==> src/rtl/bomb_pkg.sv <==
// bomb_pkg: shared types, constants and helpers for the bomb controller.
//   bomb_state_t : per-slot phase (IDLE, FUSE, BLAST, HOLD)
//   OFFSCREEN    : coordinate used to park an idle bomb off the visible area
//   DEF_*        : default timing/size parameters
//   abs_diff     : |a - b| on 10-bit unsigned values, no wrap
//   blast_covers : Chebyshev containment test of a point in an active blast
package bomb_pkg;

    typedef enum logic [1:0] {
        IDLE  = 2'd0,
        FUSE  = 2'd1,
        BLAST = 2'd2,
        HOLD  = 2'd3
    } bomb_state_t;

    localparam logic [9:0] OFFSCREEN = 10'd1023;

    localparam int DEF_FUSE_FRAMES = 120;
    localparam int DEF_BOMB_SIZE   = 6;
    localparam int DEF_BLAST_MIN   = 4;
    localparam int DEF_BLAST_MAX   = 24;
    localparam int DEF_HOLD_FRAMES = 30;

    // Larger-minus-smaller so the result never wraps.
    function automatic logic [9:0] abs_diff(input logic [9:0] a, input logic [9:0] b);
        return (a > b) ? (a - b) : (b - a);
    endfunction

    // max(dx, dy) <= s is the same as (dx <= s) && (dy <= s).
    function automatic logic blast_covers(input bomb_state_t st,
                                          input logic [9:0]  bx,
                                          input logic [9:0]  by,
                                          input logic [9:0]  bs,
                                          input logic [9:0]  ux,
                                          input logic [9:0]  uy);
        return ((st == BLAST) || (st == HOLD)) &&
               (abs_diff(ux, bx) <= bs) && (abs_diff(uy, by) <= bs);
    endfunction

endpackage

==> src/rtl/bomb_slot.sv <==
// bomb_slot: one player's bomb. Detects the rising edge of the drop request,
// sequences FUSE -> BLAST -> HOLD -> IDLE on frame ticks, and holds the
// frozen bomb position and drawn radius.
// Ports:
//   Clk, Reset_n         : clock, asynchronous active-low reset
//   frame_tick           : one-cycle strobe per video frame
//   drop                 : drop request level
//   user_x, user_y       : owning player's centre (latched on drop)
//   bomb_x, bomb_y       : bomb centre (OFFSCREEN when idle)
//   bomb_s               : drawn radius (0 when idle)
//   busy                 : slot is not IDLE
//   state                : current phase, used by hit detection and for debug
module bomb_slot
    import bomb_pkg::*;
#(
    parameter int FUSE_FRAMES = DEF_FUSE_FRAMES,
    parameter int BOMB_SIZE   = DEF_BOMB_SIZE,
    parameter int BLAST_MIN   = DEF_BLAST_MIN,
    parameter int BLAST_MAX   = DEF_BLAST_MAX,
    parameter int HOLD_FRAMES = DEF_HOLD_FRAMES
) (
    input  logic        Clk,
    input  logic        Reset_n,
    input  logic        frame_tick,
    input  logic        drop,
    input  logic [9:0]  user_x,
    input  logic [9:0]  user_y,
    output logic [9:0]  bomb_x,
    output logic [9:0]  bomb_y,
    output logic [9:0]  bomb_s,
    output logic        busy,
    output bomb_state_t state
);

    localparam int MAX_FRAMES = (FUSE_FRAMES > HOLD_FRAMES) ? FUSE_FRAMES : HOLD_FRAMES;
    localparam int CW         = (MAX_FRAMES > 1) ? $clog2(MAX_FRAMES) : 1;

    localparam logic [CW-1:0] FUSE_LOAD = CW'(FUSE_FRAMES - 1);
    localparam logic [CW-1:0] HOLD_LOAD = CW'(HOLD_FRAMES - 1);
    localparam logic [9:0]    S_FUSE    = 10'(BOMB_SIZE);
    localparam logic [9:0]    S_MIN     = 10'(BLAST_MIN);
    localparam logic [9:0]    S_MAX     = 10'(BLAST_MAX);

    logic          drop_q;
    logic [CW-1:0] cnt;
    logic          drop_edge;

    assign drop_edge = drop & ~drop_q;

    // Ticks in the arming cycle are never seen because the slot is still
    // IDLE then, so the fuse always counts a full FUSE_FRAMES ticks.
    // Edges outside IDLE (including the HOLD->IDLE cycle) are dropped.
    always_ff @(posedge Clk or negedge Reset_n) begin
        if (!Reset_n) begin
            state  <= IDLE;
            drop_q <= 1'b0;
            cnt    <= '0;
            bomb_x <= OFFSCREEN;
            bomb_y <= OFFSCREEN;
            bomb_s <= 10'd0;
            busy   <= 1'b0;
        end else begin
            drop_q <= drop;
            case (state)
                IDLE: begin
                    if (drop_edge) begin
                        state  <= FUSE;
                        busy   <= 1'b1;
                        bomb_x <= user_x;
                        bomb_y <= user_y;
                        bomb_s <= S_FUSE;
                        cnt    <= FUSE_LOAD;
                    end
                end
                FUSE: begin
                    if (frame_tick) begin
                        if (cnt == '0) begin
                            state  <= BLAST;
                            bomb_s <= S_MIN;
                        end else begin
                            cnt <= cnt - 1'b1;
                        end
                    end
                end
                BLAST: begin
                    if (frame_tick) begin
                        if (bomb_s == S_MAX) begin
                            state <= HOLD;
                            cnt   <= HOLD_LOAD;
                        end else begin
                            bomb_s <= bomb_s + 10'd1;
                        end
                    end
                end
                HOLD: begin
                    if (frame_tick) begin
                        if (cnt == '0) begin
                            state  <= IDLE;
                            busy   <= 1'b0;
                            bomb_x <= OFFSCREEN;
                            bomb_y <= OFFSCREEN;
                            bomb_s <= 10'd0;
                        end else begin
                            cnt <= cnt - 1'b1;
                        end
                    end
                end
                default: state <= IDLE;
            endcase
        end
    end

endmodule

==> src/rtl/bomb_controller.sv <==
// bomb_controller: two independent bomb slots (one per player) plus the
// shared blast hit detection.
// Ports:
//   Clk, Reset_n                 : clock, asynchronous active-low reset
//   frame_tick                   : one-cycle strobe per video frame
//   drop1, drop2                 : drop request levels
//   user1X/Y, user2X/Y           : player centres in pixels
//   bomb1X/Y/S, bomb2X/Y/S       : bomb centres and radii for color_mapper
//   bomb1_busy, bomb2_busy       : slot is not IDLE
//   hit1, hit2                   : one-cycle pulse, player inside any blast
module bomb_controller
    import bomb_pkg::*;
#(
    parameter int FUSE_FRAMES = DEF_FUSE_FRAMES,
    parameter int BOMB_SIZE   = DEF_BOMB_SIZE,
    parameter int BLAST_MIN   = DEF_BLAST_MIN,
    parameter int BLAST_MAX   = DEF_BLAST_MAX,
    parameter int HOLD_FRAMES = DEF_HOLD_FRAMES
) (
    input  logic       Clk,
    input  logic       Reset_n,
    input  logic       frame_tick,
    input  logic       drop1,
    input  logic       drop2,
    input  logic [9:0] user1X,
    input  logic [9:0] user1Y,
    input  logic [9:0] user2X,
    input  logic [9:0] user2Y,
    output logic [9:0] bomb1X,
    output logic [9:0] bomb1Y,
    output logic [9:0] bomb1S,
    output logic [9:0] bomb2X,
    output logic [9:0] bomb2Y,
    output logic [9:0] bomb2S,
    output logic       bomb1_busy,
    output logic       bomb2_busy,
    output logic       hit1,
    output logic       hit2
);

    bomb_state_t slot1_state;
    bomb_state_t slot2_state;

    bomb_slot #(
        .FUSE_FRAMES(FUSE_FRAMES), .BOMB_SIZE(BOMB_SIZE),
        .BLAST_MIN(BLAST_MIN), .BLAST_MAX(BLAST_MAX), .HOLD_FRAMES(HOLD_FRAMES)
    ) u_slot1 (
        .Clk(Clk), .Reset_n(Reset_n), .frame_tick(frame_tick), .drop(drop1),
        .user_x(user1X), .user_y(user1Y),
        .bomb_x(bomb1X), .bomb_y(bomb1Y), .bomb_s(bomb1S),
        .busy(bomb1_busy), .state(slot1_state)
    );

    bomb_slot #(
        .FUSE_FRAMES(FUSE_FRAMES), .BOMB_SIZE(BOMB_SIZE),
        .BLAST_MIN(BLAST_MIN), .BLAST_MAX(BLAST_MAX), .HOLD_FRAMES(HOLD_FRAMES)
    ) u_slot2 (
        .Clk(Clk), .Reset_n(Reset_n), .frame_tick(frame_tick), .drop(drop2),
        .user_x(user2X), .user_y(user2Y),
        .bomb_x(bomb2X), .bomb_y(bomb2Y), .bomb_s(bomb2S),
        .busy(bomb2_busy), .state(slot2_state)
    );

    // Containment uses the slot registers as they stand before the tick
    // updates them, so the check sees the radius of the frame just shown.
    logic p1_in_any;
    logic p2_in_any;

    always_comb begin
        p1_in_any = blast_covers(slot1_state, bomb1X, bomb1Y, bomb1S, user1X, user1Y) |
                    blast_covers(slot2_state, bomb2X, bomb2Y, bomb2S, user1X, user1Y);
        p2_in_any = blast_covers(slot1_state, bomb1X, bomb1Y, bomb1S, user2X, user2Y) |
                    blast_covers(slot2_state, bomb2X, bomb2Y, bomb2S, user2X, user2Y);
    end

    always_ff @(posedge Clk or negedge Reset_n) begin
        if (!Reset_n) begin
            hit1 <= 1'b0;
            hit2 <= 1'b0;
        end else begin
            hit1 <= frame_tick & p1_in_any;
            hit2 <= frame_tick & p2_in_any;
        end
    end

endmodule

==> config.mk <==
export PLATFORM = sky130hd
export DESIGN_NAME = bomb_controller
export DESIGN_NICKNAME = d
export VERILOG_FILES = /design/src/rtl/bomb_pkg.sv /design/src/rtl/bomb_slot.sv /design/src/rtl/bomb_controller.sv
export SDC_FILE = /design/constraint.sdc
export NUM_CORES = 1
export LEC_CHECK = 0
export CAP_MARGIN = 5
export CORE_MARGIN = 2
export CORE_UTILIZATION = 30
export CTS_CLUSTER_DIAMETER = 40
export CTS_CLUSTER_SIZE = 10
export DETAILED_ROUTE_END_ITERATION = 8
export PLACE_DENSITY_LB_ADDON = 0.1
export SETUP_SLACK_MARGIN = 0.2
export SLEW_MARGIN = 40
export SYNTH_ARGS = -nofsm -noshare
export SYNTH_HDL_FRONTEND = slang
export SYNTH_HIERARCHICAL = 1
export SYNTH_SLANG_ARGS = --single-unit
export TNS_END_PERCENT = 10
==> constraint.sdc <==
create_clock -name Clk -period 11.2 [get_ports Clk]
set_input_delay 2.24 -clock Clk [delete_from_list [all_inputs] [get_ports Clk]]
set_output_delay 2.24 -clock Clk [all_outputs]
set_load 0.01 [all_outputs]
==> flow_summary_export.csv <==
group,metric,value,unit
sta,finalCritPeriodShare,0.577,
setup_path,r2r-end,"hit2",
outcome,outcome,"finished clean",
clock_tree,hold_buffers,0,
routing,viasPerCell,5.38,
sta,final-hold-violation-count,0,
sta,max_freq,155,MHz
synthesis,yosysMostFrequentCell,"ha_1",
synthesis,synth_top_cells_by_area,"ha_1 25%, dfrtp_1 8.8%, dfstp_2 8.4%",
setup_path,worstPathRequired,11490,ps
clock_tree,cts.sinks,84,
routing,drc,0,
synthesis,synth_area_per_cell,8.51,um2
synthesis,synthTopCellsByCount,"250 x ha_1, 156 x inv_1, 138 x a21oi_1",
clock_tree,cts_max_path_buffers,2,
routing,routed-via-count,11200,
routing,ant_nets,0,
place,port_buffers,108,
finish,n_fill_cell,4294,
floorplanning,core.rowCount,74,
routing,drtPass1Iterations,5,
finish,fin_util,0.349,
floorplanning,die_x,208,um
min_path,hold_class,"flip-flop to flip-flop",
power_and_ir_drop,cellLeakagePower,6.74,nW
routing,wl,43700,um
place,dp_hpwl,35000,um
finish,drive_gt1_frac,0.0680,
synthesis,synth_edf_count,0,
global_route,antenna_found_initial,0,
floorplanning,die_y,208,um
clock_tree,cts_tree,"built",
synthesis,muxShareOfSynthArea,0.0491,
setup_path,crit_slowest_cell,"clkdlybuf4s50_1",
floorplanning,boundaryPins,109,
setup_path,cp_common_cell,"a21o_1",
synthesis,ys_types,85,
sta,worst_slack,4740,ps
sta,tightest_slew,725,ps
setup_path,path_class,"primary input to flip-flop",
synthesis,synth_adder_area_share,0.276,
sta,fin_crit,6460,ps
power_and_ir_drop,p_per_area,263,mW/mm2
synthesis,synth_xor_xnor_area_share,0.0470,
synthesis,synthCells,1469,
flow_run,cap_violations,0,
global_route,grt_pass1_wl,67300,um
clock_tree,ctsResizeCount,0,
floorplanning,core_area,0.0410,mm2
clock_tree,cts_root_buf,"clkbuf_16",
setup_path,cp_top_family,"compound AO/OA/AOI/OAI gates",
min_path,min_to,"u_slot2/cnt[0]",
clock_tree,cts_buffers,9,
sta,rsz0062_at_grt,"no",
finish,n_antenna_cell,0,
synthesis,synth_top_area_cell,"ha_1",
synthesis,synthesis.area,0.0125,mm2
global_route,grt_pass1_vias,11100,
clock_tree,htreeDepth,3,
synthesis,ys_ff_latch,84,
finish,nNetsFinal,1851,
sta,tns,0,ps
min_path,whs_path_depth,1,
routing,wl_per_cell,21.0,um
sta,skew,12.6,ps
synthesis,synth-main-ff-cell,"dfrtp_1",
setup_path,crit_fanout,14,
synthesis,ys_seq_area_frac,0.172,
synthesis,synth_nets,1780,
power_and_ir_drop,peakVddDrop,126,uV
setup_path,slowest_delay,500,ps
setup_path,reg2reg_depth,15,
floorplanning,start_util,0.305,
sta,slew_viol_final,0,
synthesis,yosys.area.top_type_share,0.250,
setup_path,r2r_setup_slack,6570,ps
place,detailedPlace.worstSlack,4330,ps
clock_tree,cts_setup_buffers,0,
setup_path,reg2reg_from,"u_slot2/bomb_x[1]",
synthesis,ys_warn_count,6,
setup_path,arrival,6750,ps
sta,relSlewSlack,0.517,
synthesis,synth_top_family_by_area,"adder cells",
setup_path,path_cells,"clkdlybuf4s50_1, inv_1, ha_1, inv_1, fa_1, a21o_1, a221o_1, a21oi_1, or2_1, a211oi_1, a21oi_1, xor2_1, ha_1, a21o_1, a21o_1, a2111oi_0, a31oi_1, o41ai_1",
clock_tree,clk_latency,400,ps
clock_tree,clk_pin_slew,80,ps
min_path,hold_start,"u_slot2/cnt[0]",
setup_path,end_kind,"flip-flop",
global_route,grt_usage,0.202,
setup_path,startpoint_type,"primary input",
global_route,grt_start_max_net_pins,46,
synthesis,synth_compound_area_frac,0.258,
sta,setup_violations,0,
routing,drt-initial-drc-count,687,
synthesis,async_flop_share,1.00,
finish,syn2layout_area_growth,14.6,%
floorplanning,dieArea,0.0433,mm2
place,gp_congestion,0.886,
setup_path,cp_num_buf_inv,3,
synthesis,synthSimpleGateAreaFrac,0.130,
global_route,grt_overflow,0,
[worst max path at each step]
stage                          from    to  slack [ps]  depth (start not counted)
final                     user2X[0]  hit2        4740                         18
after global routing      user2X[1]  hit2        4370                         17
after CTS                 user2X[0]  hit2        4750                         20
after detailed placement  user2X[0]  hit2        4330                         20
after global placement    user1X[0]  hit1        4370                         20
after floorplan           user2X[0]  hit2        5550                         21
[sequential cells by signal, indices dropped and copies added, names as in the netlist]
signal          count
u_slot2/bomb_s     10
u_slot2/state       2
u_slot1/bomb_x     10
hit1                1
u_slot2/busy        1
u_slot2/bomb_y     10
u_slot2/cnt         7
u_slot2/bomb_x     10
u_slot1/busy        1
u_slot2/drop_q      1
u_slot1/drop_q      1
hit2                1
u_slot1/bomb_y     10
u_slot1/bomb_s     10
u_slot1/cnt         7
u_slot1/state       2
[logic make-up after synthesis]
| logic type | Yosys count |
|---|---|
| compound gates | 480 |
| xor+xnor | 67 |
| fa+ha+maj | 266 |
| buf+inv | 207 |
| flops | 84 |
| mux | 59 |
| simple gates | 306 |
[area by class of cell]
class	count	area, um2	area share
Multi-Input combinational cell	1178	9510	0.664
Sequential cell	84	2150	0.150
Timing Repair Buffer	111	1120	0.0779
Tap cell	532	666	0.0465
Inverter	156	586	0.0409
Clock buffer	12	246	0.0172
Clock inverter	4	48.8	0.00341
[where the power goes]
part / internal [W] / switching, W / leakage, nW / total [W]
sequential: 0.000444 / 0.000187 / 0.972 / 0.000631
combinational: 0.00122 / 0.00158 / 5.62 / 0.00279
clock: 0.000180 / 0.000162 / 0.147 / 0.000341
[cell usage in the layout, fill, tap and decap left out, drive strengths merged, types with 6 or more instances in the layout]
master         instances
a211oi                26
a21boi                 6
a21o                  82
a21oi                141
a221oi                11
a31oi                 14
and2                   7
and3                  18
clkbuf                12
clkdlybuf4s50        106
dfrtp                 44
dfstp                 40
fa                    16
ha                   250
inv                  157
mux2                  15
mux2i                 44
nand2                 54
nand2b                18
nand3                 46
nand4                 22
nor2                  71
nor2b                 20
nor3                  14
nor4                   9
o211ai                 6
o21ai                 80
o21bai                15
o22a                  44
or2                    7
xnor2                 28
xor2                  39
[through the flow]
step | std cells | area [um2] | hold slack [ps] | total power (W)
4_1_cts | 2077 | 14300 | 512 | 0.00379
3_3_place_gp | 2060 | 14000 | 490 | 0.00340
3_5_place_dp | 2061 | 14000 | 497 | 0.00342
5_1_grt | 2077 | 14300 | 540 | 0.00415
2_1_floorplan | 1469 | 12500 | 473 | 0.00257
6_report | 2077 | 14300 | 509 | 0.00377
[layer usage]
layer / part of all wire / global-route usage / wire [um] / vias up
li1: - / - / - / 5464
met1: 0.50 / 0.283 / 21700 / 5448
met5: 0 / 0 / 0 / -
met2: 0.45 / 0.324 / 19800 / 217
met4: 0.023 / 0.0677 / 1000 / 0
met3: 0.028 / 0.0205 / 1230 / 41
(Power assumes the default switching activity.)
==> RTL edit 1, RTL diff (same settings) <==
`DEF_FUSE_FRAMES`: 120 -> 60.
--- a/src/rtl/bomb_pkg.sv
+++ b/src/rtl/bomb_pkg.sv
@@ -16,5 +16,5 @@
     localparam logic [9:0] OFFSCREEN = 10'd1023;
 
-    localparam int DEF_FUSE_FRAMES = 120;
+    localparam int DEF_FUSE_FRAMES = 60;
     localparam int DEF_BOMB_SIZE   = 6;
     localparam int DEF_BLAST_MIN   = 4;
Formal check against the unedited RTL: no difference found for any inputs over 4 cycles, from zero or initial values and one cycle with Reset_n low; that may be too few to reach the edited logic, so the function may still have changed.
==> RTL edit 1 against the original RTL <==
- sequential cell count shrank 2
- synthesized cell count is 1.0% higher
- power up 11%
- largest power group unchanged
- core utilization hardly changed
- area after synthesis grew 1.5%
- worst setup slack got worse by 190 ps
- cell area is 2.0% higher
- routed wire length increased by 1.5%
==> RTL edit 1: results (changes against the original RTL) <==
stage	metric	value	unit	change
setup_path	maximum fanout along the worst path	6		was 14
placement	placed cell count	2092		was 2,061
cts	worst skew pair latency	390	ps	
outcome	status	finished clean		unchanged
final_layout	fillcell total	4360		was 4,294
placement	GPL Wtd Cong	0.8689		was 0.8855
synth	post-synth net total	1795		was 1,780
final_layout	multi-input gate count	1200		was 1,178
drt	vias after detailed routing	11360		was 11,170
final_layout	fin nets	1875		was 1,851
timing	Worst Tran Pin Value	759.4	ps	was 724.5 ps
synth	top cell types by occurrence after synthesis	250 x ha_1, 155 x inv_1, 103 x a21oi_1, 76 x nor2_1, 76 x o21ai_0		was 250 x ha_1, 156 x inv_1, 138 x a21oi_1, 82 x a21o_1, 75 x o21ai_0
global_routing	largest net degree at the start of global routing	67		was 46
power	Peak supply drop	0.00009323	V	was 0.0001260 V
synth	top cells by area, synth	ha_1 25%, dfrtp_1 8.3%, dfstp_2 8.3%		was ha_1 25%, dfrtp_1 8.8%, dfstp_2 8.4%
setup_path	CP max stage cell	a2111oi_1		was clkdlybuf4s50_1
synth	Synth Area in Compound Gates	24.19	%	was 25.80%
global_routing	All-Layer GR Usage	20.35	%	was 20.22%
final_layout	nonclk inv count	155		was 156
final_layout	final std cells w/o fill	2108		was 2,077
timing	period utilization	59.42	%	was 57.68%
final_layout	clock network area share	2.253	%	was 2.061%
synth	Synth Instances	1484		was 1,469
power	Psw	2123	uW	was 1925 uW
final_layout	layout cell share with drive strength beyond 1	6.820	%	was 6.796%
setup_path	CP arrival	6980	ps	was 6750 ps
setup_path	Max stage delay on crit path	710	ps	was 500 ps
power	Lkg Pwr	0.006752	uW	was 0.006735 uW
synth	mux cell area share after synthesis	5.970	%	was 4.906%
placement	Detail Placement HPWL	35510	um	was 35,020 um
global_routing	global-route wire length before repair	68320	um	was 67,270 um
cts	Sink Count	82		was 84
timing	worst clock skew	12.20	ps	was 12.61 ps
drt	Starting DRT DRC Count	887		was 687
synth	xor/xnor share of the synthesized area	4.490	%	was 4.696%
RTL edit 1: changes by cell type after synthesis, sizes merged, moves of 9 or more:
cell / before / now
nor3: 14 / 30
nand3: 46 / 37
clkbuf: 19 / 28
mux2i: 44 / 61
a211oi: 26 / 11
a21oi: 141 / 103
buf: 32 / 19
RTL edit 1: power by group through the flow:
stage	clock network (uW)	registers (uW)	logic (uW)
6_report	357	644	3190
2_1_floorplan	0	601	2280
3_5_place_dp	0	652	3160
4_1_cts	372	649	3180
3_3_place_gp	0	653	3130
5_1_grt	379	667	3590
RTL edit 1: layer usage:
layer / vias to the layer above / wire, um / track usage, %
met1: 5448 / 21940 / 28.50
met4: 0 / 1202 / 6.456
met5: - / 0 / 0
li1: 5585 / - / -
met2: 277 / 19720 / 32.10
met3: 51 / 1506 / 3.112
RTL edit 1: worst paths after layout:
kind                                          startpoint                            end  slack [ps]  depth (start not counted)
setup reg to reg           u_slot2/bomb_x[0]$_DFFE_PN1P_                 hit2$_DFF_PN0_        6600                         16
min in group asynchronous                        Reset_n  u_slot2/bomb_y[8]$_DFFE_PN1P_        1960                          1
hold / removal                u_slot2/cnt[1]$_DFFE_PN0P_     u_slot2/cnt[1]$_DFFE_PN0P_         510                          1
setup / recovery                               user2X[1]                 hit2$_DFF_PN0_        4540                         16
hold reg to reg               u_slot2/cnt[1]$_DFFE_PN0P_     u_slot2/cnt[1]$_DFFE_PN0P_         510                          1
max in group asynchronous                        Reset_n  u_slot1/bomb_s[9]$_DFFE_PN0P_        8530                          2
RTL edit 1: metrics by stage:
step                power [uW]  utilization [%]  instance area [um2]  setup WS, ps
finish                    4192            34.90                14610          4545
global route              4632            34.90                14610          4254
CTS                       4200            34.90                14610          4541
detailed placement        3808            34.11                14280          4122
global placement          3786            34.08                14260          3897
floorplan                 2884                -                12680          5917
==> RTL edit 2, RTL diff (config.mk and constraints unchanged) <==
Without the edit above. Put a register stage on the output `bomb1X`, cleared by the reset. The value now appears one clock later. The other outputs are not delayed to match.
--- a/src/rtl/bomb_controller.sv
+++ b/src/rtl/bomb_controller.sv
@@ -39,4 +39,6 @@
 );
 
+    logic [9:0] bomb1X_d;
+
     bomb_state_t slot1_state;
     bomb_state_t slot2_state;
@@ -48,5 +50,5 @@
         .Clk(Clk), .Reset_n(Reset_n), .frame_tick(frame_tick), .drop(drop1),
         .user_x(user1X), .user_y(user1Y),
-        .bomb_x(bomb1X), .bomb_y(bomb1Y), .bomb_s(bomb1S),
+        .bomb_x(bomb1X_d), .bomb_y(bomb1Y), .bomb_s(bomb1S),
         .busy(bomb1_busy), .state(slot1_state)
     );
@@ -68,7 +70,7 @@
 
     always_comb begin
-        p1_in_any = blast_covers(slot1_state, bomb1X, bomb1Y, bomb1S, user1X, user1Y) |
+        p1_in_any = blast_covers(slot1_state, bomb1X_d, bomb1Y, bomb1S, user1X, user1Y) |
                     blast_covers(slot2_state, bomb2X, bomb2Y, bomb2S, user1X, user1Y);
-        p2_in_any = blast_covers(slot1_state, bomb1X, bomb1Y, bomb1S, user2X, user2Y) |
+        p2_in_any = blast_covers(slot1_state, bomb1X_d, bomb1Y, bomb1S, user2X, user2Y) |
                     blast_covers(slot2_state, bomb2X, bomb2Y, bomb2S, user2X, user2Y);
     end
@@ -84,4 +86,12 @@
     end
 
+    always_ff @(posedge Clk or negedge Reset_n) begin
+        if (!Reset_n) begin
+            bomb1X <= '0;
+        end else begin
+            bomb1X <= bomb1X_d;
+        end
+    end
+
 endmodule
 
Function: changed (Yosys sat finds a counterexample within 4 cycles, from zero or initial values and one cycle with Reset_n low).
==> RTL edit 2 against the original RTL <==
- first-iteration DRC count down 22%
- clock power rose by 4%
- area after synthesis up 2.1%
- core utilization about the same
- worst hold slack got worse by 100 ps
- via count shrank 0.98%
- power rose by 0.82%
- sequential power up 7.4%
- routed wire length decreased by 1.0%
- cell area is 2.2% higher
- critical path depth is 1 lower
- worst setup slack worse by 48 ps
- sequential cell count grew 10
- largest cell class unchanged
==> RTL edit 2: results (changes against the original RTL) <==
stage	metric	value	unit	change
cts	Max Buffers Root-to-Sink	2		unchanged
min_path	worst hold path type	register to register		unchanged
setup_path	R2R setup slack	6720	ps	was 6570 ps
cts	worst skew pair latency	410	ps	
global_routing	largest net degree at the start of global routing	56		was 46
timing	Slew headroom	50.49	%	was 51.70%
drt	met3 WL post-DR	1289	um	was 1228 um
placement	pre-CTS setup slack	4300	ps	was 4328 ps
cts	number of H-tree levels	3		unchanged
setup_path	reg2reg end	hit2$_DFF_PN0_		unchanged
setup_path	crit path launch	user2X[3]		was user2X[0]
setup_path	cell depth of the worst flop-to-flop path	16		was 15
power	Lkg Pwr	0.006804	uW	was 0.006735 uW
synth	Syn. warnings	6		unchanged
timing	Final min period	6508	ps	was 6460 ps
placement	GPL Wtd Cong	0.8567		was 0.8855
power	Peak supply drop	0.00009510	V	was 0.0001260 V
global_routing	grt met1 use	27.53	%	was 28.34%
final_layout	final std cells w/o fill	2083		was 2,077
final_layout	layout cell share with drive strength beyond 1	6.995	%	was 6.796%
synth	Synth Instances	1460		was 1,469
global_routing	global-route wire length before repair	66510	um	was 67,270 um
final_layout	fin nets	1850		was 1,851
timing	Hold WS	408.2	ps	was 509.2 ps
synth	xor/xnor share of the synthesized area	4.598	%	was 4.696%
setup_path	crit path to	hit2$_DFF_PN0_		unchanged
drt	Top Layer Used	met4		unchanged
global_routing	met3 Use GR	2.607	%	was 2.053%
synth	Synth Area in Adders	27.02	%	was 27.59%
drt	met1 wire length	21210	um	was 21,690 um
drt	final wirelength	43240	um	was 43,690 um
synth	Synth Area in Compound Gates	24.65	%	was 25.80%
synth	top cell types by occurrence after synthesis	250 x ha_1, 162 x inv_1, 134 x a21oi_1, 72 x a21o_1, 65 x o21ai_0		was 250 x ha_1, 156 x inv_1, 138 x a21oi_1, 82 x a21o_1, 75 x o21ai_0
drt	Starting DRT DRC Count	539		was 687
synth	post-synth net total	1771		was 1,780
placement	placed cell area	14330	um2	was 14,030 um2
synth	mux cell area share after synthesis	5.686	%	was 4.906%
synth	synth unique cells	86		was 85
min_path	hold depth	0		was 1
synth	top cells by area, synth	ha_1 25%, dfrtp_1 11%, dfstp_2 8.2%		was ha_1 25%, dfrtp_1 8.8%, dfstp_2 8.4%
global_routing	grt met2 use	31.87	%	was 32.40%
drt	metal2 WL	19720	um	was 19,770 um
drt	vias after detailed routing	11060		was 11,170
outcome	status	finished clean		unchanged
setup_path	maximum fanout along the worst path	7		was 14
global_routing	All-Layer GR Usage	19.79	%	was 20.22%
synth	sequential-to-total area share from yosys stat	18.82	%	was 17.22%
min_path	worst hold path startpoint	u_slot1/bomb_x[9]$_DFFE_PN1P_		was u_slot2/cnt[0]$_DFFE_PN0P_
min_path	worst hold path endpoint	bomb1X[9]$_DFF_PN0_		was u_slot2/cnt[0]$_DFFE_PN0P_
placement	Detail Placement HPWL	34560	um	was 35,020 um
timing	worst clock skew	22.21	ps	was 12.61 ps
RTL edit 2: layout make-up:
type,count,area [um2]
clock buffers,11,242.7
clock inverters,5,65.06
fillers,4335,27310
inverters,162,608.1
multi-input cells,1159,9524
flip-flops and latches,94,2402
well taps,539,674.4
repair buffers,113,1120
RTL edit 2: critical path: stages:
cell	delay, ps
clkdlybuf4s50_1	580
inv_1	120
ha_1	450
and3_1	270
a211o_1	200
a21oi_1	80
a31oi_1	550
buf_4	280
mux2i_1	220
xnor2_1	150
ha_1	270
a21o_1	190
a21o_1	170
a21oi_1	150
o211ai_1	150
a2111oi_2	620
a41o_1	170
RTL edit 2: kinds of logic after synthesis:
logic type | Yosys count
XOR/XNOR | 67
adder cells (fa/ha/maj) | 266
flip-flops | 94
buffers and inverters | 207
AO/OA/AOI/OAI | 460
multiplexers | 70
AND/OR/NAND/NOR | 296
RTL edit 2: where the power goes:
group          total (uW)  switching (uW)  internal [uW]
logic                2770            1560           1210
registers             678             189            489
clock network         353             171            182
